$ cat src/rtl/instr_sequencer_if.sv
// instr_sequencer_if: instruction/data memory req/ack handshake bundle.
interface instr_sequencer_if;
    logic imem_req, imem_ack, dmem_req, dmem_we, dmem_ack;
    modport master(output imem_req, dmem_req, dmem_we, input imem_ack, dmem_ack);
    modport slave(input imem_req, dmem_req, dmem_we, output imem_ack, dmem_ack);
endinterface

$ cat src/rtl/instr_sequencer.sv
// instr_sequencer: multicycle LEGv8 control sequencer (fetch/decode/execute/mem/wb/pc update).
// Defining INSTR_COUNT_EN adds the retired-instruction counter; otherwise retired_count is 0.
module instr_sequencer #(
    parameter int TIMEOUT_CYCLES = 255,
    parameter int CNT_W = 8,
    parameter int COUNT_WIDTH = 32
) (
    input  logic clk,
    input  logic rst_n,
    input  logic start,
    input  logic halt,
    input  logic Uncondbranch,
    input  logic Branch,
    input  logic MemRead,
    input  logic MemWrite,
    input  logic RegWrite,
    input  logic cbnz,
    input  logic alu_zero,
    instr_sequencer_if.master mem,
    output logic ir_load,
    output logic rf_we,
    output logic pc_write,
    output logic pc_src,
    output logic busy,
    output logic error,
    output logic [COUNT_WIDTH-1:0] retired_count
);
    typedef enum logic [2:0] {IDLE, FETCH, DECODE, EXECUTE, MEM, WB, PCUPD, ERROR} state_t;
    state_t state, nxt;
    logic [CNT_W-1:0] cnt;
    logic halt_pending, req, ack, timeout;

    always_comb begin
        req = state == FETCH || state == MEM;
        ack = (state == FETCH && mem.imem_ack) || (state == MEM && mem.dmem_ack);
        // an ack in the last allowed cycle still wins over the timeout
        timeout = req && !ack && TIMEOUT_CYCLES != 0 && int'(cnt) + 1 == TIMEOUT_CYCLES;
        nxt = state;
        case (state)
            IDLE:    nxt = start && !halt ? FETCH : IDLE;
            FETCH:   nxt = ack ? DECODE : timeout ? ERROR : FETCH;
            DECODE:  nxt = EXECUTE;
            EXECUTE: nxt = MemRead || MemWrite ? MEM : RegWrite ? WB : PCUPD;
            MEM:     nxt = ack ? (MemRead ? WB : PCUPD) : timeout ? ERROR : MEM;
            WB:      nxt = PCUPD;
            PCUPD:   nxt = halt_pending ? IDLE : FETCH;
            default: nxt = ERROR;
        endcase
    end

    // outputs are registered from the next state so they line up with the state register
    always_ff @(posedge clk) begin
        if (!rst_n) begin
            state <= IDLE;
            cnt <= '0;
            halt_pending <= 1'b0;
            pc_src <= 1'b0;
            mem.imem_req <= 1'b0;
            mem.dmem_req <= 1'b0;
            mem.dmem_we <= 1'b0;
            ir_load <= 1'b0;
            rf_we <= 1'b0;
            pc_write <= 1'b0;
            busy <= 1'b0;
            error <= 1'b0;
        end else begin
            state <= nxt;
            cnt <= req && !ack ? cnt + 1'b1 : '0;
            halt_pending <= nxt != IDLE && (halt_pending || (busy && halt));
            if (state == EXECUTE) pc_src <= Uncondbranch || (Branch && (alu_zero ^ cbnz));
            mem.imem_req <= nxt == FETCH;
            mem.dmem_req <= nxt == MEM;
            mem.dmem_we <= nxt == MEM && (state == EXECUTE ? MemWrite : mem.dmem_we);
            ir_load <= nxt == DECODE;
            rf_we <= nxt == WB;
            pc_write <= nxt == PCUPD;
            busy <= nxt != IDLE && nxt != ERROR;
            error <= nxt == ERROR;
        end
    end

`ifdef INSTR_COUNT_EN
    always_ff @(posedge clk) begin
        if (!rst_n) retired_count <= '0;
        else if (state == PCUPD) retired_count <= retired_count + 1'b1;
    end
`else
    assign retired_count = '0;
`endif
endmodule

$ cat src/flat_wrapper.sv
// flat-port wrapper written by rule: the top's interface ports become plain ports
module instr_sequencer_flat 
#(
    parameter int TIMEOUT_CYCLES = 255,
    parameter int CNT_W = 8,
    parameter int COUNT_WIDTH = 32
)
  (clk, rst_n, start, halt, Uncondbranch, Branch, MemRead, MemWrite, RegWrite, cbnz, alu_zero, ir_load, rf_we, pc_write, pc_src, busy, error, retired_count, mem_imem_req, mem_dmem_req, mem_dmem_we, mem_imem_ack, mem_dmem_ack);
  instr_sequencer_if mem_i ();
  input  logic clk;
  input  logic rst_n;
  input  logic start;
  input  logic halt;
  input  logic Uncondbranch;
  input  logic Branch;
  input  logic MemRead;
  input  logic MemWrite;
  input  logic RegWrite;
  input  logic cbnz;
  input  logic alu_zero;
  output logic ir_load;
  output logic rf_we;
  output logic pc_write;
  output logic pc_src;
  output logic busy;
  output logic error;
  output logic [COUNT_WIDTH-1:0] retired_count;
  output wire logic [$bits(mem_i.imem_req)-1:0] mem_imem_req;
  output wire logic [$bits(mem_i.dmem_req)-1:0] mem_dmem_req;
  output wire logic [$bits(mem_i.dmem_we)-1:0] mem_dmem_we;
  input wire logic [$bits(mem_i.imem_ack)-1:0] mem_imem_ack;
  input wire logic [$bits(mem_i.dmem_ack)-1:0] mem_dmem_ack;
  assign mem_imem_req = mem_i.imem_req;
  assign mem_dmem_req = mem_i.dmem_req;
  assign mem_dmem_we = mem_i.dmem_we;
  assign mem_i.imem_ack = mem_imem_ack;
  assign mem_i.dmem_ack = mem_dmem_ack;
  instr_sequencer #(.TIMEOUT_CYCLES(TIMEOUT_CYCLES), .CNT_W(CNT_W), .COUNT_WIDTH(COUNT_WIDTH)) u_core (.clk(clk), .rst_n(rst_n), .start(start), .halt(halt), .Uncondbranch(Uncondbranch), .Branch(Branch), .MemRead(MemRead), .MemWrite(MemWrite), .RegWrite(RegWrite), .cbnz(cbnz), .alu_zero(alu_zero), .mem(mem_i), .ir_load(ir_load), .rf_we(rf_we), .pc_write(pc_write), .pc_src(pc_src), .busy(busy), .error(error), .retired_count(retired_count));
endmodule
$ cat config.mk
export PLATFORM = sky130hd
export DESIGN_NAME = instr_sequencer_flat
export DESIGN_NICKNAME = d
export VERILOG_FILES = /design/src/rtl/instr_sequencer_if.sv /design/src/rtl/instr_sequencer.sv /design/src/flat_wrapper.sv
export SDC_FILE = /design/constraint.sdc
export NUM_CORES = 1
export LEC_CHECK = 0
export CAP_MARGIN = 25
export CELL_PAD_IN_SITES_DETAIL_PLACEMENT = 0
export CELL_PAD_IN_SITES_GLOBAL_PLACEMENT = 1
export CORE_MARGIN = 2
export CORE_UTILIZATION = 25
export CTS_CLUSTER_DIAMETER = 150
export DETAILED_ROUTE_END_ITERATION = 16
export HOLD_SLACK_MARGIN = 0.05
export PLACE_DENSITY_LB_ADDON = 0.1
export SLEW_MARGIN = 20
export SYNTH_ARGS = -nofsm -noshare
export SYNTH_HDL_FRONTEND = slang
export SYNTH_SLANG_ARGS = --single-unit
$ cat constraint.sdc
create_clock -name clk -period 2.4 [get_ports clk]
set_clock_uncertainty 0.05 [all_clocks]
set_input_delay 0.24 -clock clk [delete_from_list [all_inputs] [get_ports clk]]
set_output_delay 0.24 -clock clk [all_outputs]
set_load 0.03 [all_outputs]
# After elaboration in Yosys (flattened, before gate mapping)
# Index checks and enable logic that the tools add are counted.
# op_classes
n_reduce_logical	20
n_bitwise	1
n_lt_le_gt_ge	0
eq_ne	14
div	0
shift	0
mux	11
n_addsub	2
mul	0
# op_table
cell	count
$eq A32 B9 Y1 const B	1
$eq A3 B3 Y1 const B	7
$pmux W3 S7	1
$mux W3	4
$logic_and A1 B1 Y1	10
$add A8 B1 Y9 const B	1
$eq A3 B2 Y1 const B	3
$add A8 B1 Y8 const B	1
$eq A3 B1 Y1 const B	2
$mux W2	3
$logic_or A1 B1 Y1	5
$logic_not A3 Y1	1
$mux W1	3
$ne A3 B3 Y1 const B	1
$reduce_bool A3 Y1	1
$logic_not A1 Y1	2
$reduce_and A2 Y1	1
$xor A1 B1 Y1	1
# word_totals
mem_count	0
ff_bits	21
ramBits	0
rom_bits	0
out_inout_bits	41
inputBits	13
latchBits	0
word_cells	60

# Logic depth before layout (Yosys ltp)
# Gate-level depths: netlist of the first run.
# depth
depth_word	11
ltp_mapped	7
ltp_nobuf	7

# Least setup slack after synthesis of the first run
# OpenSTA, ideal clock, no wires.
# synth_path
path_type	reg2reg
from	register u_core.cnt[0]
to	register u_core.error
arrival_ns	1.989
path_stages_with_launch	8
setup_time_ns	0.073
path_buffers	0
synth_period_minus_slack_ns	2.112
path_slack_ns	0.288
required_time_ns	2.277
cell_sequence	dfxtp_1 > ha_1 > inv_1 > or3_1 > and2_1 > or4b_4 > and2_4 > nor3_2
# synth_via
elab_chain_cells	7
elab_cells_between_ends	9
classes_between	1 x add/sub; 2 x eq/ne; 5 x mux; 1 x reduce/logical
# synth_lines
item	line_no	text
start, declared	instr_sequencer.sv:30	logic [CNT_W-1:0] cnt;
start signal, assigned	instr_sequencer.sv:68	cnt <= req && !ack ? cnt + 1'b1 : '0;
$add A8 B1 Y9 (*)	instr_sequencer.sv:37	timeout = req && !ack && TIMEOUT_CYCLES != 0 && int'(cnt) + 1 == TIMEOUT_CYCLES;
$eq A32 B9 Y1 (*)	instr_sequencer.sv:37	
$logic_and A1 B1 Y1 (*)	instr_sequencer.sv:37	
$mux W2 or $mux W3 (tied branches)	instr_sequencer.sv:44, instr_sequencer.sv:41	
$mux W3 (on tied branches)	instr_sequencer.sv:44, instr_sequencer.sv:41	
$pmux W3 S7 (*)	instr_sequencer.sv:39	case (state)
$eq A3 B3 Y1 (*)	instr_sequencer.sv:78	error <= nxt == ERROR;
end signal, assigned	instr_sequencer.sv:65	error <= 1'b0;
end signal, assigned	instr_sequencer.sv:78	
end, declared	instr_sequencer.sv:25	output logic error,
# Mark *: on every way between the ends. The rest lies on a longest branch, timed or not.
# A chain may end at the register's enable or synchronous reset.

# Final worst setup path of the first run
# layout_path
from	register u_core.cnt[0]
to	register u_core.busy
# layout_via
elab_chain_cells	8
elab_cells_between_ends	11
classes_between	1 x add/sub; 2 x eq/ne; 5 x mux; 3 x reduce/logical
# layout_lines
item	line_no	text
$add A8 B1 Y9 (*)	instr_sequencer.sv:37	
$eq A32 B9 Y1 (*)	instr_sequencer.sv:37	
$logic_and A1 B1 Y1 (*)	instr_sequencer.sv:37	
$mux W2 or $mux W3 (tied branches)	instr_sequencer.sv:44, instr_sequencer.sv:41	
$mux W3 (on tied branches)	instr_sequencer.sv:44, instr_sequencer.sv:41	
$pmux W3 S7 (*)	instr_sequencer.sv:39	
$ne A3 B3 Y1 or $reduce_bool A3 Y1 (tied branches)	instr_sequencer.sv:77	busy <= nxt != IDLE && nxt != ERROR;
$logic_and A1 B1 Y1 (*)	instr_sequencer.sv:77	
end signal, assigned	instr_sequencer.sv:64	busy <= 1'b0;
end signal, assigned	instr_sequencer.sv:77	
end, declared	instr_sequencer.sv:24	output logic busy,
# Marks and branches as above.

==> results of run 1 <==
-- cells in the mapped netlist, types with 2 or more instances --
cell type | count | share of area
or3_1 | 2 | 0.0097
nor2_1 | 14 | 0.041
nand4_1 | 2 | 0.0097
o31ai_1 | 2 | 0.012
nand3_1 | 4 | 0.016
nor2b_1 | 2 | 0.0097
buf_2 | 2 | 0.0078
and3_1 | 2 | 0.0097
o21ai_0 | 5 | 0.019
inv_1 | 9 | 0.026
nand2_1 | 4 | 0.012
dfxtp_1 | 21 | 0.33
a21oi_1 | 6 | 0.023
xor2_1 | 4 | 0.027
ha_1 | 2 | 0.019
buf_4 | 32 | 0.19
nor3_1 | 3 | 0.012
a211oi_1 | 4 | 0.023
-- state kept, by name, indices dropped and copies added (netlist names) --
register             flops
u_core.pc_write          1
u_core.busy              1
u_core.pc_src            1
u_core.ir_load           1
u_core.halt_pending      1
u_core.cnt               8
u_core.error             1
u_core.rf_we             1
u_core.mem.dmem_we       1
u_core.mem.dmem_req      1
u_core.mem.imem_req      1
u_core.state             3
-- where the power goes --
group          internal (µW)  switching [µW]  leakage (µW)
registers                362            13.3      0.000171
clock network            115             110     0.0000255
logic                   70.3             142      0.000417
total                    547             266      0.000614
-- logic make-up (layout without fill, tap and decap cells) --
group                      after synthesis  after routing  share of synthesized area
and+or+nand+nor                         48             48                      0.224
buffers and inverters                   44             38                      0.224
AOI/OAI and AO/OA                       29             29                      0.161
DFF                                     21             21                      0.327
xor gates and xnor gates                 5              5                     0.0340
adders and majority gates                2              2                     0.0195
other                                    1             32                    0.00292
muxes                                    1              1                    0.00778
-- worst max path at each step --
stage	start	end	slack, ps
detailed placement	mem_dmem_ack	u_core.busy	40
CTS	u_core.cnt[0]	u_core.error	90
global route	u_core.cnt[0]	u_core.pc_write	30
global placement	mem_dmem_ack	u_core.ir_load	30
floorplan	u_core.cnt[0]	u_core.error	290
finish	u_core.cnt[0]	u_core.busy	210
-- layer usage --
layer,GRT usage,wire [µm],vias up
li1,-,-,510
met1,0.121,1160,463
met2,0.171,1400,24
met3,0.0331,162,2
met4,0.0117,8,0
met5,0,0,-
-- cell type report --
type / instances / area (µm²)
Fill cell: 547 / 3510
Multi-Input combinational cell: 117 / 702
Sequential cell: 21 / 423
Timing Repair Buffer: 25 / 240
Tap cell: 70 / 87.6
Clock buffer: 3 / 41.3
Inverter: 9 / 33.8
Clock inverter: 1 / 5.00
-- stage by stage --
step | std cells | util
2_1_floorplan | 182 | -
3_3_place_gp | 242 | 0.293
3_5_place_dp | 242 | 0.293
4_1_cts | 246 | 0.302
5_1_grt | 246 | 0.304
6_report | 246 | 0.304
-- worst reg2reg max path: stages, from the launching register on --
cell	delay, ps
dfxtp_2	390
ha_2	230
inv_1	70
or3_1	350
and2_1	180
or4b_4	520
nand2_1	170
a221oi_1	100
==> reports/summary.txt, run 1 <==
status - finished, final reports clean
first-pass GRT wire length - 4.34 mm
First-pass DRT Iterations - 4
row count - 26
P_leak - 0.000614 µW
Routed WL - 2.73 mm
initial core utilization - 0.255
Clock H-tree levels - 1
CP Launch Type - flop
Core Region - 0.00504 mm²
most frequent cells in the layout - 32 x conb_1, 21 x clkdlybuf4s50_1, 19 x dfxtp_1
number of synthesized flops with an enable pin - 0
placed cell area - 0.00148 mm²
CP max stage delay - 520 ps
vias in the first global route - 954
layout cell share with drive strength beyond 1 - 0.119
n_diodes - 0
CTS max path bufs - 2
crit path cell chain - ha_2 -> inv_1 -> or3_1 -> and2_1 -> or4b_4 -> nand2_1 -> a221oi_1
async set or reset register ratio after synthesis - 0
Fin. Hold Viols - 0
commonest non-fill, non-tap cell in the layout - conb_1
Final Cell Area - 0.00153 mm²
Max FO, Critical Path - 7
Routed Antenna Nets - 0
CTS tree - done
Setup Viol. Count Final - 0
# IOs - 54
residual DRC count - 0
Hold Crit Start - u_core.cnt[0]
final hold slack - 438 ps
Levels on crit path - 7
port bufs - 21
routability cong. - 0.778
Min-Delay Path Class - flop to flop
DP Wirelength - 2.24 mm
initial antenna violation count - 0
mapped cell area - 0.00129 mm²
CTS root buf - clkbuf_8
Die W - 75.7 µm
CP arrival - 2270 ps
CP endpoint kind - flop
R2R Path End - u_core.busy
Seq/Total Area, Yosys - 0.327
Pwr Density - 531 mW/mm²
Overflow after GRT - 0
die footprint - 0.00574 mm²
Worst R2R Start - u_core.cnt[0]
Syn Inst Count - 151
predominant post-synthesis flop cell - dfxtp_1
hold buffers post-CTS - 0
drt wl/cell - 11.1 µm
Synth cell types - 49
Worst Path Buf+Inv - 1
synthesized flop and latch total - 21
TNS Setup - 0 ps
Worst Path Required - 2480 ps
Critical Path Slowest Stage Cell - or4b_4
Clk Latency, worst-skew pair - 260 ps
worst setup margin - 211 ps
Worst Hold End - u_core.cnt[0]
DR iter-0 viols - 21
Pwr Total - 813 µW
height of the die - 75.7 µm
hold path depth - 1
Max Clock Freq - 457 MHz
Pins Over Slew Limit - 0
cts repair resizes - 0
gr usage total - 0.0982
average size of a mapped cell - 8.52 µm²
Reg clk slew, reported paths - 80 ps
delay-heaviest family, CP - simple AND/OR/NAND/NOR gates
VDD IR-drop max - 0.000372 V
pre-CTS setup slack - 41.9 ps
Post-CTS Repair Setup Buffers - 0
max-cap violation count - 0
period utilization - 0.912
via count - 999
R2R depth - 7
DR vias/cell - 4.06
cts bufs inserted - 3
Setup CP Type - flop to flop
fin crit period - 2190 ps
RSZ-0062 raised after global routing - false
Warnings, synthesis - 0
largest net degree at the start of global routing - 13
Sink Count - 21
P&R area growth vs syn - 19.2%
final net count - 192
R2R Setup Slk - 210 ps
Note: power is estimated with default switching activity, not from simulation.
==> inputs of run 2 (changes only) <==
Settings changed: CORE_MARGIN 2 to 8.
==> run 2 against run 1 <==
  * Clock-buffer cell count stayed put
  * Clock power hardly changed
  * Register-to-register slack worse by 40 ps
==> reports/summary.txt, run 2 (synthesis results as in run 1) <==
status - finished, final reports clean
multi-input logic area - 707 µm² (+0.71%)
Pins Over Slew Limit - 0 (unchanged)
fill cell count - 557 (+1.8%)
Reg clk slew, reported paths - 70 ps (about the same)
Final Non-Filler Cells - 245 (-0.41%)
FF+latch area - 423 µm² (unchanged)
Die W - 87.7 µm (+16%)
Largest regs - u_core.cnt x8, u_core.state x3
max reg flops - 8 (unchanged)
port bufs - 21 (unchanged)
Fin. Hold Viols - 0 (unchanged)
Core Region - 0.00504 mm² (unchanged)
Routed Antenna Nets - 0 (unchanged)
drt wl/cell - 12.7 µm (+14%)
Worst Path Required - 2480 ps (about the same)
hold path depth - 2 (+1)
gr usage total - 0.0831 (-0.0150)
Pwr Density - 534 mW/mm² (+0.66%)
Overflow after GRT - 0 (unchanged)
largest net degree at the start of global routing - 13 (unchanged)
routability cong. - 0.740 (-4.8%)
P_leak - 0.000609 µW (-0.73%)
final hold slack - 435 ps (-3.28 ps)
First-pass DRT Iterations - 4 (unchanged)
CP max stage delay - 490 ps (-30 ps)
DR vias/cell - 4.13 (+1.8%)
DR iter-0 viols - 32 (+52%)
commonest non-fill, non-tap cell in the layout - conb_1
fin crit period - 2220 ps (+35.6 ps)
VDD IR-drop max - 0.000231 V (-38%)
Clock H-tree levels - 1 (unchanged)
n_diodes - 0 (unchanged)
Pwr Total - 817 µW (+0.50%)
die footprint - 0.00770 mm² (+34%)
Routed WL - 3.11 mm (+14%)
Critical Path Slowest Stage Cell - or4b_4
Clk Latency, worst-skew pair - 260 ps (about the same)
CP arrival - 2310 ps (+40 ps)
most frequent cells in the layout - 32 x conb_1, 21 x clkdlybuf4s50_1, 19 x dfxtp_1
Max Clock Freq - 450 MHz (-1.6%)
Biggest register - u_core.cnt
period utilization - 0.927 (+0.0149)
R2R depth - 7 (unchanged)
DP Wirelength - 2.55 mm (+14%)
Setup CP Type - flop to flop
initial antenna violation count - 0 (unchanged)
first-pass GRT wire length - 5.06 mm (+17%)
max-cap violation count - 0 (unchanged)
initial core utilization - 0.255 (unchanged)
vias in the first global route - 1,027 (+7.7%)
Worst Path Buf+Inv - 0 (-1)
residual DRC count - 0 (unchanged)
hold buffers post-CTS - 0 (unchanged)
CTS max path bufs - 2 (unchanged)
P&R area growth vs syn - 19.0%
Sink Count - 21 (unchanged)
CP endpoint kind - flop
row count - 26 (unchanged)
delay-heaviest family, CP - simple AND/OR/NAND/NOR gates
Placed Cells - 241 (-0.41%)
Levels on crit path - 7 (unchanged)
layout cell share with drive strength beyond 1 - 0.120 (+0.000682)
CTS tree - done
height of the die - 87.7 µm (+16%)
RSZ-0062 raised after global routing - false
Max FO, Critical Path - 7 (unchanged)
CP Launch Type - flop
CTS root buf - clkbuf_8
Final Cell Area - 0.00153 mm² (-0.16%)
TNS Setup - 0 ps (unchanged)
# IOs - 54 (unchanged)
Min-Delay Path Class - flop to flop
Setup Viol. Count Final - 0 (unchanged)
placed cell area - 0.00147 mm² (-0.51%)
final net count - 191 (-0.52%)
via count - 1,013 (+1.4%)
crit path cell chain - ha_2 -> xor2_1 -> nand4_1 -> a211o_1 -> or4b_4 -> nand2_1 -> a221oi_1
cts bufs inserted - 3 (unchanged)
-- run 2: through the flow --
stage / worst slack, ps / utilization
floorplan: 288 / -
global placement: 80.2 / 0.291
detailed placement: 1.30 / 0.291
CTS: 83.6 / 0.300
global route: 9.34 / 0.303
finish: 175 / 0.303
-- run 2: what timing repair did --
item / in CTS / in global routing
setup buffers: 0 / 0
endpoints found under the hold margin: 0 / 0
resized for setup: 0 / 5
endpoints found under the setup margin: 0 / 7
-- run 2: power by group --
group,total [µW],switching (µW),internal [µW]
Combinational,211,143,68.2
Sequential,378,15.7,362
Clock,229,113,116
-- run 2: worst paths after layout --
path	start	end	slack (ps)
hold reg to reg	u_core.pc_src	u_core.pc_src	440
setup reg to reg	u_core.cnt[0]	u_core.busy	180
setup / recovery	u_core.cnt[0]	u_core.busy	180
hold / removal	u_core.pc_src	u_core.pc_src	440
-- run 2: metal layers --
metal,GRT usage,vias to the layer above,share of wire
met1,0.0920,481,0.42
met3,0.0281,2,0.055
li1,-,507,-
met5,0,-,0
met2,0.148,23,0.52
met4,0.0203,0,0.0039
-- run 2: worst min-delay path: cells and delay by family, from the launching register on --
kind               cells  cell delay [ps]
AOI/OAI and AO/OA      1               60
DFF                    1              330
and+or+nand+nor        1               70
-- run 2: cell type report --
cell class / instances / share of cell area
repair buffers: 24 / 0.152
well taps: 70 / 0.0572
clock buffers: 3 / 0.0270
inverters: 9 / 0.0221
flip-flops and latches: 21 / 0.276
multi-input cells: 117 / 0.462
clock inverters: 1 / 0.00327
